## src/rtl/alu_seq_pkg.sv

```systemverilog
// Shared constants for the multi-word add/sub sequencer: ALU command codes,
// ALU status-register bit positions and the sequencer state encoding.
package alu_seq_pkg;

    // ALU command codes understood by the external 32-bit ALU
    localparam logic [3:0] NOP = 4'b0000;
    localparam logic [3:0] ADD = 4'b0010;
    localparam logic [3:0] ADC = 4'b0011;
    localparam logic [3:0] SUB = 4'b0100;
    localparam logic [3:0] SBC = 4'b0101;

    // Bit positions inside the ALU status word {Z,C,N,V}
    localparam int SR_Z = 3;
    localparam int SR_C = 2;
    localparam int SR_N = 1;
    localparam int SR_V = 0;

    typedef enum logic [1:0] {
        IDLE  = 2'd0,
        RUN   = 2'd1,
        DRAIN = 2'd2
    } state_e;

endpackage

```

## src/rtl/alu_mw_sequencer.sv

```systemverilog
// Multi-word add/sub sequencer. Streams operand word pairs (LS word first)
// through one shared combinational 32-bit ALU, chaining carry/borrow from
// the ALU status register, and returns result words through a one-entry
// output register plus combined {Z,C,N,V} flags on the final word.
module alu_mw_sequencer
    import alu_seq_pkg::*;
#(
    parameter int NWORDS_MAX = 4,
    parameter int LW         = $clog2(NWORDS_MAX + 1)
) (
    input  logic          clk,
    input  logic          rst_n,
    input  logic          start_valid,
    output logic          start_ready,
    input  logic          start_op,
    input  logic [LW-1:0] start_len,
    input  logic          in_valid,
    output logic          in_ready,
    input  logic [31:0]   in_a,
    input  logic [31:0]   in_b,
    output logic [3:0]    alu_cmd,
    output logic [31:0]   alu_val1,
    output logic [31:0]   alu_val2,
    output logic          alu_c,
    input  logic [31:0]   alu_out,
    input  logic [3:0]    alu_sr,
    output logic          res_valid,
    input  logic          res_ready,
    output logic [31:0]   res_data,
    output logic          res_last,
    output logic [3:0]    res_flags,
    output logic          busy
);

    state_e        state_q, state_d;
    logic          op_q;
    logic [LW-1:0] len_q;
    logic [LW-1:0] cnt_q;
    logic          carry_q;
    logic          zacc_q;
    logic          res_valid_q;
    logic          res_last_q;
    logic [31:0]   res_data_q;
    logic [3:0]    res_flags_q;

    logic          start_fire;
    logic          accept;
    logic          out_fire;
    logic          last_word;

    // A requested length of zero means one word; anything above the maximum saturates.
    function automatic logic [LW-1:0] clamp_len(input logic [LW-1:0] len);
        if (len == '0) begin
            return LW'(1);
        end else if (len > LW'(NWORDS_MAX)) begin
            return LW'(NWORDS_MAX);
        end else begin
            return len;
        end
    endfunction

    assign start_fire = (state_q == IDLE) && start_valid;
    assign accept     = in_valid && in_ready;
    assign out_fire   = res_valid_q && res_ready;
    assign last_word  = (cnt_q == (len_q - LW'(1)));

    // Operands go straight to the ALU; the sequencer only chooses command and carry-in.
    assign alu_val1 = in_a;
    assign alu_val2 = in_b;

    // State register.
    always_ff @(posedge clk) begin
        if (!rst_n) begin
            state_q <= IDLE;
        end else begin
            state_q <= state_d;
        end
    end

    // Next-state logic: RUN until the last pair is taken, DRAIN until its result leaves.
    always_comb begin
        state_d = state_q;
        case (state_q)
            IDLE:    if (start_valid)             state_d = RUN;
            RUN:     if (accept && last_word)     state_d = DRAIN;
            DRAIN:   if (out_fire)                state_d = IDLE;
            default:                              state_d = IDLE;
        endcase
    end

    // Output logic: ALU command selection, carry-in polarity and handshake readiness.
    always_comb begin
        alu_cmd     = NOP;
        in_ready    = 1'b0;
        alu_c       = op_q ? ~carry_q : carry_q;
        start_ready = (state_q == IDLE);
        busy        = (state_q != IDLE);
        if (state_q == RUN) begin
            in_ready = !res_valid_q || res_ready;
            if (cnt_q == '0) begin
                alu_cmd = op_q ? SUB : ADD;
            end else begin
                alu_cmd = op_q ? SBC : ADC;
            end
        end
    end

    // Datapath: latch the request, chain carry and zero through each accepted word,
    // and keep the one-entry result register full until the consumer takes it.
    always_ff @(posedge clk) begin
        if (!rst_n) begin
            op_q        <= 1'b0;
            len_q       <= LW'(1);
            cnt_q       <= '0;
            carry_q     <= 1'b0;
            zacc_q      <= 1'b1;
            res_valid_q <= 1'b0;
            res_last_q  <= 1'b0;
            res_data_q  <= '0;
            res_flags_q <= '0;
        end else begin
            if (start_fire) begin
                op_q   <= start_op;
                len_q  <= clamp_len(start_len);
                cnt_q  <= '0;
                zacc_q <= 1'b1;
            end
            if (accept) begin
                res_data_q  <= alu_out;
                res_valid_q <= 1'b1;
                res_last_q  <= last_word;
                carry_q     <= alu_sr[SR_C];
                zacc_q      <= zacc_q & alu_sr[SR_Z];
                res_flags_q <= {zacc_q & alu_sr[SR_Z], alu_sr[SR_C], alu_sr[SR_N], alu_sr[SR_V]};
                cnt_q       <= cnt_q + LW'(1);
            end else if (out_fire) begin
                res_valid_q <= 1'b0;
            end
        end
    end

    assign res_valid = res_valid_q;
    assign res_data  = res_data_q;
    assign res_last  = res_last_q;
    assign res_flags = res_flags_q;

endmodule

```

## config.mk

```make
export PLATFORM = sky130hd
export DESIGN_NAME = alu_mw_sequencer
export DESIGN_NICKNAME = d
export VERILOG_FILES = /design/src/rtl/alu_seq_pkg.sv /design/src/rtl/alu_mw_sequencer.sv
export SDC_FILE = /design/constraint.sdc
export NUM_CORES = 1
export LEC_CHECK = 0
export BUFFER_PORTS_ARGS = -buffer_cell sky130_fd_sc_hd__buf_4
export CAP_MARGIN = 20
export CELL_PAD_IN_SITES_DETAIL_PLACEMENT = 2
export CELL_PAD_IN_SITES_GLOBAL_PLACEMENT = 2
export CORE_MARGIN = 3
export CORE_UTILIZATION = 18
export DETAILED_ROUTE_END_ITERATION = 8
export PLACE_DENSITY = 0.78
export REMOVE_ABC_BUFFERS = 1
export SYNTH_ARGS = -nofsm -noshare
export SYNTH_HDL_FRONTEND = slang
export SYNTH_SLANG_ARGS = --single-unit
```

## constraint.sdc

```tcl
create_clock -name clk -period 1.8 [get_ports clk]
set_input_delay 0.27 -clock clk [delete_from_list [all_inputs] [get_ports clk]]
set_output_delay 0.27 -clock clk [all_outputs]
set_load 0.05 [all_outputs]
```

Word level (Yosys, flattened, before mapping)
Index checks and enable logic that the tools add are counted.

storage, ports and cells
  bits of input ports = 109
  flip-flop bits (word level) = 49
  word-level logic and storage cells = 52
  output and inout port bits = 110

operators by class
  bitwise gates (word level) = 2
  add/sub/neg operators = 2
  $lt $le $gt $ge = 1
  reductions and logical operators = 13
  muxes and demuxes = 18
  equal/unequal tests = 6

operators with widths
  operator               count
  $mux W3                8
  $logic_not A3 Y1       2
  $mux W1                6
  $mux W2                3
  $ne A2 B2 Y1 const B   3
  $pmux W2 S3            1
  $reduce_bool A2 Y1     3
  $logic_and A1 B1 Y1    4
  $add A3 B1 Y3 const B  1
  $eq A3 B3 Y1           1
  $gt A3 B3 Y1 const B   1
  $reduce_and A3 Y1      1
  $sub A3 B1 Y3 const B  1
  $eq A2 B1 Y1 const B   1
  $eq A2 B2 Y1 const B   1
  $logic_not A2 Y1       1
  $and A1 B1 Y1          1
  $logic_not A1 Y1       1
  $logic_or A1 B1 Y1     1
  $not A1 Y1             1

Logic depth before layout (Yosys ltp)
  depth in word-level cells = 7
  mapped depth = 6
  gate-level depth less buffers = 6

Least setup slack after synthesis
No wires, ideal clock.

  path kind = reg-to-output
  start point = register state_q[0]
  end point = output port busy
  required time = 1.530 ns
  path slack = 0.002 ns
  cell stages (with the launch flop) = 3
  data arrival time = 1.528 ns
  path buffers = 0
  path through = dfxtp_1 > nor2_1 > inv_1

on the way
  word-level cells in the longest chain between the ends = 1

RTL lines
  what                      RTL line                text
  start: declaration        alu_mw_sequencer.sv:35  state_e state_q, state_d;
  start signal: assignment  alu_mw_sequencer.sv:76  state_q <= state_d;
  $reduce_bool A2 Y1        alu_mw_sequencer.sv:97  busy = (state_q != IDLE);
  end: declaration          alu_mw_sequencer.sv:32  output logic busy

No other way between the ends.

Worst setup path in the final report
  start point = register cnt_q[0]
  end point = output port alu_cmd[0]

on the way
  word-level cells in the longest chain between the ends = 3

RTL lines
  what                      RTL line                 text
  start: declaration        alu_mw_sequencer.sv:38   logic [LW-1:0] cnt_q;
  start signal: assignment  alu_mw_sequencer.sv:135  cnt_q <= cnt_q + LW'(1);
  $logic_not A3 Y1          alu_mw_sequencer.sv:100  if (cnt_q == '0) begin
  $mux W3                   alu_mw_sequencer.sv:100
  $mux W3                   alu_mw_sequencer.sv:98   if (state_q == RUN) begin
  end: declaration          alu_mw_sequencer.sv:21   output logic [3:0] alu_cmd,

No other way between the ends.

==> results by group <==
Clock tree
  • H-tree depth: 2
  • Clk slew on worst S/H paths: 0.07 ns
  • CTS tree: done
  • CTS buffer count: 5
  • CTS max path bufs: 2
  • Clock root buffer: clkbuf_16
  • Hold-fix buffers at CTS: 0
  • Worst-skew pair later-pin latency: 0.29 ns
  • Clk sink count: 48
  • Post-CTS sizing: 0
  • Post-CTS setup buffers: 0

Logic synthesis
  • Post-synthesis mux area share: 0%
  • Simple-Gate Fraction of Synth Area: 18.0%
  • #FFs+latches synth: 48
  • Cells after Synth: 296
  • Mapped Avg Cell Area: 8.37 um^2
  • XOR/XNOR Fraction of Synth Area: 2.12%
  • Post-synthesis cell type count: 34
  • Post-synthesis compound-gate area fraction: 14.6%
  • Combinational family with the most area after synthesis: buffers and inverters
  • Ys Warns: 0
  • Seq/Total Area, Yosys: 38.8%
  • Adder-Cell Fraction of Synth Area: 1.52%
  • Mapped cell area: 0.00248 mm^2

Pwr
  • Tot Pwr: 0.00303 W
  • VDD IR-drop max: 0.304 mV
  • Leakage Power: 1.23 nW
  • PwrDens: 1020 mW/mm^2
  • Logic pwr share: 25.6%
  • Cell-internal power: 0.00206 W
  • Power share of the clock group: 35.4%
  • NetSw: 0.000975 W
  • Sequential fraction of design power: 39.0%
  • Switching part of the total power: 32.1%

STA
  • Final Skew: 0.00372 ns
  • Final setup violation count: 0
  • Fmax: 0.607 GHz
  • Final hold vios: 0
  • Setup TNS: 0 ns
  • Minimum clock period: 1.65 ns
  • Post-route worst setup slack: 0.153 ns
  • Tcrit/Tclk final: 91.5%
  • Min Hold Slack: 0.223 ns
  • Max-slew violations: 0
  • RSZ-0062 raised after global routing: false

Drt
  • Starting DRT DRC Count: 45
  • DR vias: 2065
  • Vias/cell: 4.21
  • DRC viols: 0
  • Total Routed Length: 11300 um
  • Routed Antenna Nets: 0
  • WL/cell: 23.0 um
  • DRT Pass-1 Iters: 4

Global routing
  • Total Routing Usage GR: 14.8%
  • Vias in the first global route: 2277
  • Global route overflow: 0
  • First-pass GRT wire length: 16000 um
  • Initial antenna violation count: 0
  • Largest net degree at the start of global routing: 50

Worst setup path
  • Setup CP Type: register to primary output
  • Critical Path AT: 1.38 ns
  • Crit-path cells: inv_1, ha_1, a21oi_1, buf_4
  • Crit path max fanout: 4
  • Reg-to-Reg End: state_q[0]
  • CP max stage delay: 0.40 ns
  • Worst EP required: 1.53 ns
  • Worst reg2reg path depth: 4
  • Worst r2r src: state_q[1]
  • CP top delay family: flip-flops
  • Crit path buf inv count: 2
  • Flop2flop setup slack: 0.29 ns
  • Crit end category: primary output
  • Worst path slowest cell: dfxtp_1
  • Crit path launch type: register

Hold path
  • Hold Startpoint: alu_out[6]
  • HP Class: input port to register
  • Hold endpoint: res_data[6]
  • Hold path depth: 3

Flow run
  • MaxCap Viol Count: 0

Floorplanning
  • Top-level I/O count: 219
  • Floorplan die height: 123 um
  • Chip width: 123 um
  • Initial Util: 18.6%
  • Site row count: 42
  • Core box area: 0.0133 mm^2
  • Die ar.: 0.0152 mm^2

Placement
  • Dpl hpwl: 8670 um
  • Placed inst area: 0.00282 mm^2
  • Port Buf Inserts: 89
  • Place WS: 0.263 ns
  • Gpl congestion: 0.630

Layout
  • Most frequent cells in the layout: 89 x buf_4, 83 x nand2_1, 48 x dfxtp_1, 21 x a21boi_0, 20 x a21boi_1
  • Share of layout cells above drive strength 1: 32.7%
  • Ant. Diodes: 0
  • Commonest non-fill, non-tap cell in the layout: buf_4
  • Synthesis-to-layout area growth: 20.6%
  • # nets final: 426
  • Design Area, Final: 0.00299 mm^2

Outcome
  • Outcome: complete, no violations
stage by stage:
stage / util, % / instances
floorplan: - / 216
CTS: 22.4 / 491
global route: 22.4 / 491
global placement: 21.1 / 483
finish: 22.4 / 491
detailed placement: 21.1 / 483
layout make-up:
class,instances,area (um^2)
repair buffers,91,708
fillers,1567,10400
well taps,176,220
clock buffers,5,125
clock inverters,3,42.5
flip-flops and latches,48,961
multi-input cells,161,903
inverters,7,26.3
metal layers:
metal / part of all wire (%) / track usage [%] / up-vias
li1: - / - / 901
met1: 44 / 18.5 / 968
met2: 35 / 17.5 / 177
met3: 19 / 14.0 / 13
met4: 0.65 / 2.15 / 6
met5: 1.2 / 10.1 / -
flip-flops by register name, indices dropped and copies added, names as in the netlist:
signal	count
res_data	32
res_flags	4
cnt_q	3
len_q	3
state_q	2
op_q	1
res_last	1
res_valid	1
zacc_q	1
worst register-to-register path, cell delays in order, from the launching register on:
cell,delay (ns)
dfxtp_1,0.33
and2b_4,0.29
nand3_4,0.22
nor4_2,0.41
o21ai_0,0.14
worst max-delay path by stage:
stage               start         end  cells after the start
2_1_floorplan  state_q[0]        busy                      2
6_report         cnt_q[0]  alu_cmd[0]                      4
3_3_place_gp    res_ready  state_q[0]                      5
3_5_place_dp    res_ready  state_q[0]                      5
4_1_cts          cnt_q[0]  alu_cmd[0]                      4
5_1_grt          cnt_q[0]  alu_cmd[0]                      4
power groups by stage:
stage,Clock [W],Combinational [W],Sequential (W)
6_report,0.00107,0.000776,0.00118
5_1_grt,0.00119,0.000840,0.00119
4_1_cts,0.00113,0.000792,0.00119
3_5_place_dp,0,0.000791,0.00121
3_3_place_gp,0,0.000775,0.00120
2_1_floorplan,0,0.000289,0.00139
synthesized netlist by cell type (all sizes together):
cell | n | area, um^2
nand2 | 83 | 312
buf | 74 | 564
dfxtp | 48 | 961
a21boi | 41 | 308
inv | 7 | 26.3
clkbuf | 6 | 22.5
xnor2 | 5 | 43.8
and2 | 4 | 25.0
ha | 3 | 37.5
nand3 | 3 | 27.5
nor2 | 3 | 11.3
o21a | 3 | 22.5
and3 | 2 | 17.5
a211oi | 1 | 7.51
a21oi | 1 | 5.00
and2b | 1 | 10.0
conb | 1 | 3.75
nand2b | 1 | 6.26
nand3b | 1 | 7.51
nand4 | 1 | 6.26
nor2b | 1 | 6.26
nor3 | 1 | 5.00
nor4 | 1 | 12.5
o21ai | 1 | 5.00
o22ai | 1 | 6.26
o311ai | 1 | 8.76
xor2 | 1 | 8.76
logic make-up (layout without fill, tap and decap cells):
logic type      count (synthesis)  after routing
xor+xnor                        6              6
buf+inv                        87            106
compound gates                 49             49
flops                          48             48
fa+ha+maj                       3              3
other cells                     1              1
simple gates                  102            102
(Power assumes the default switching activity.)
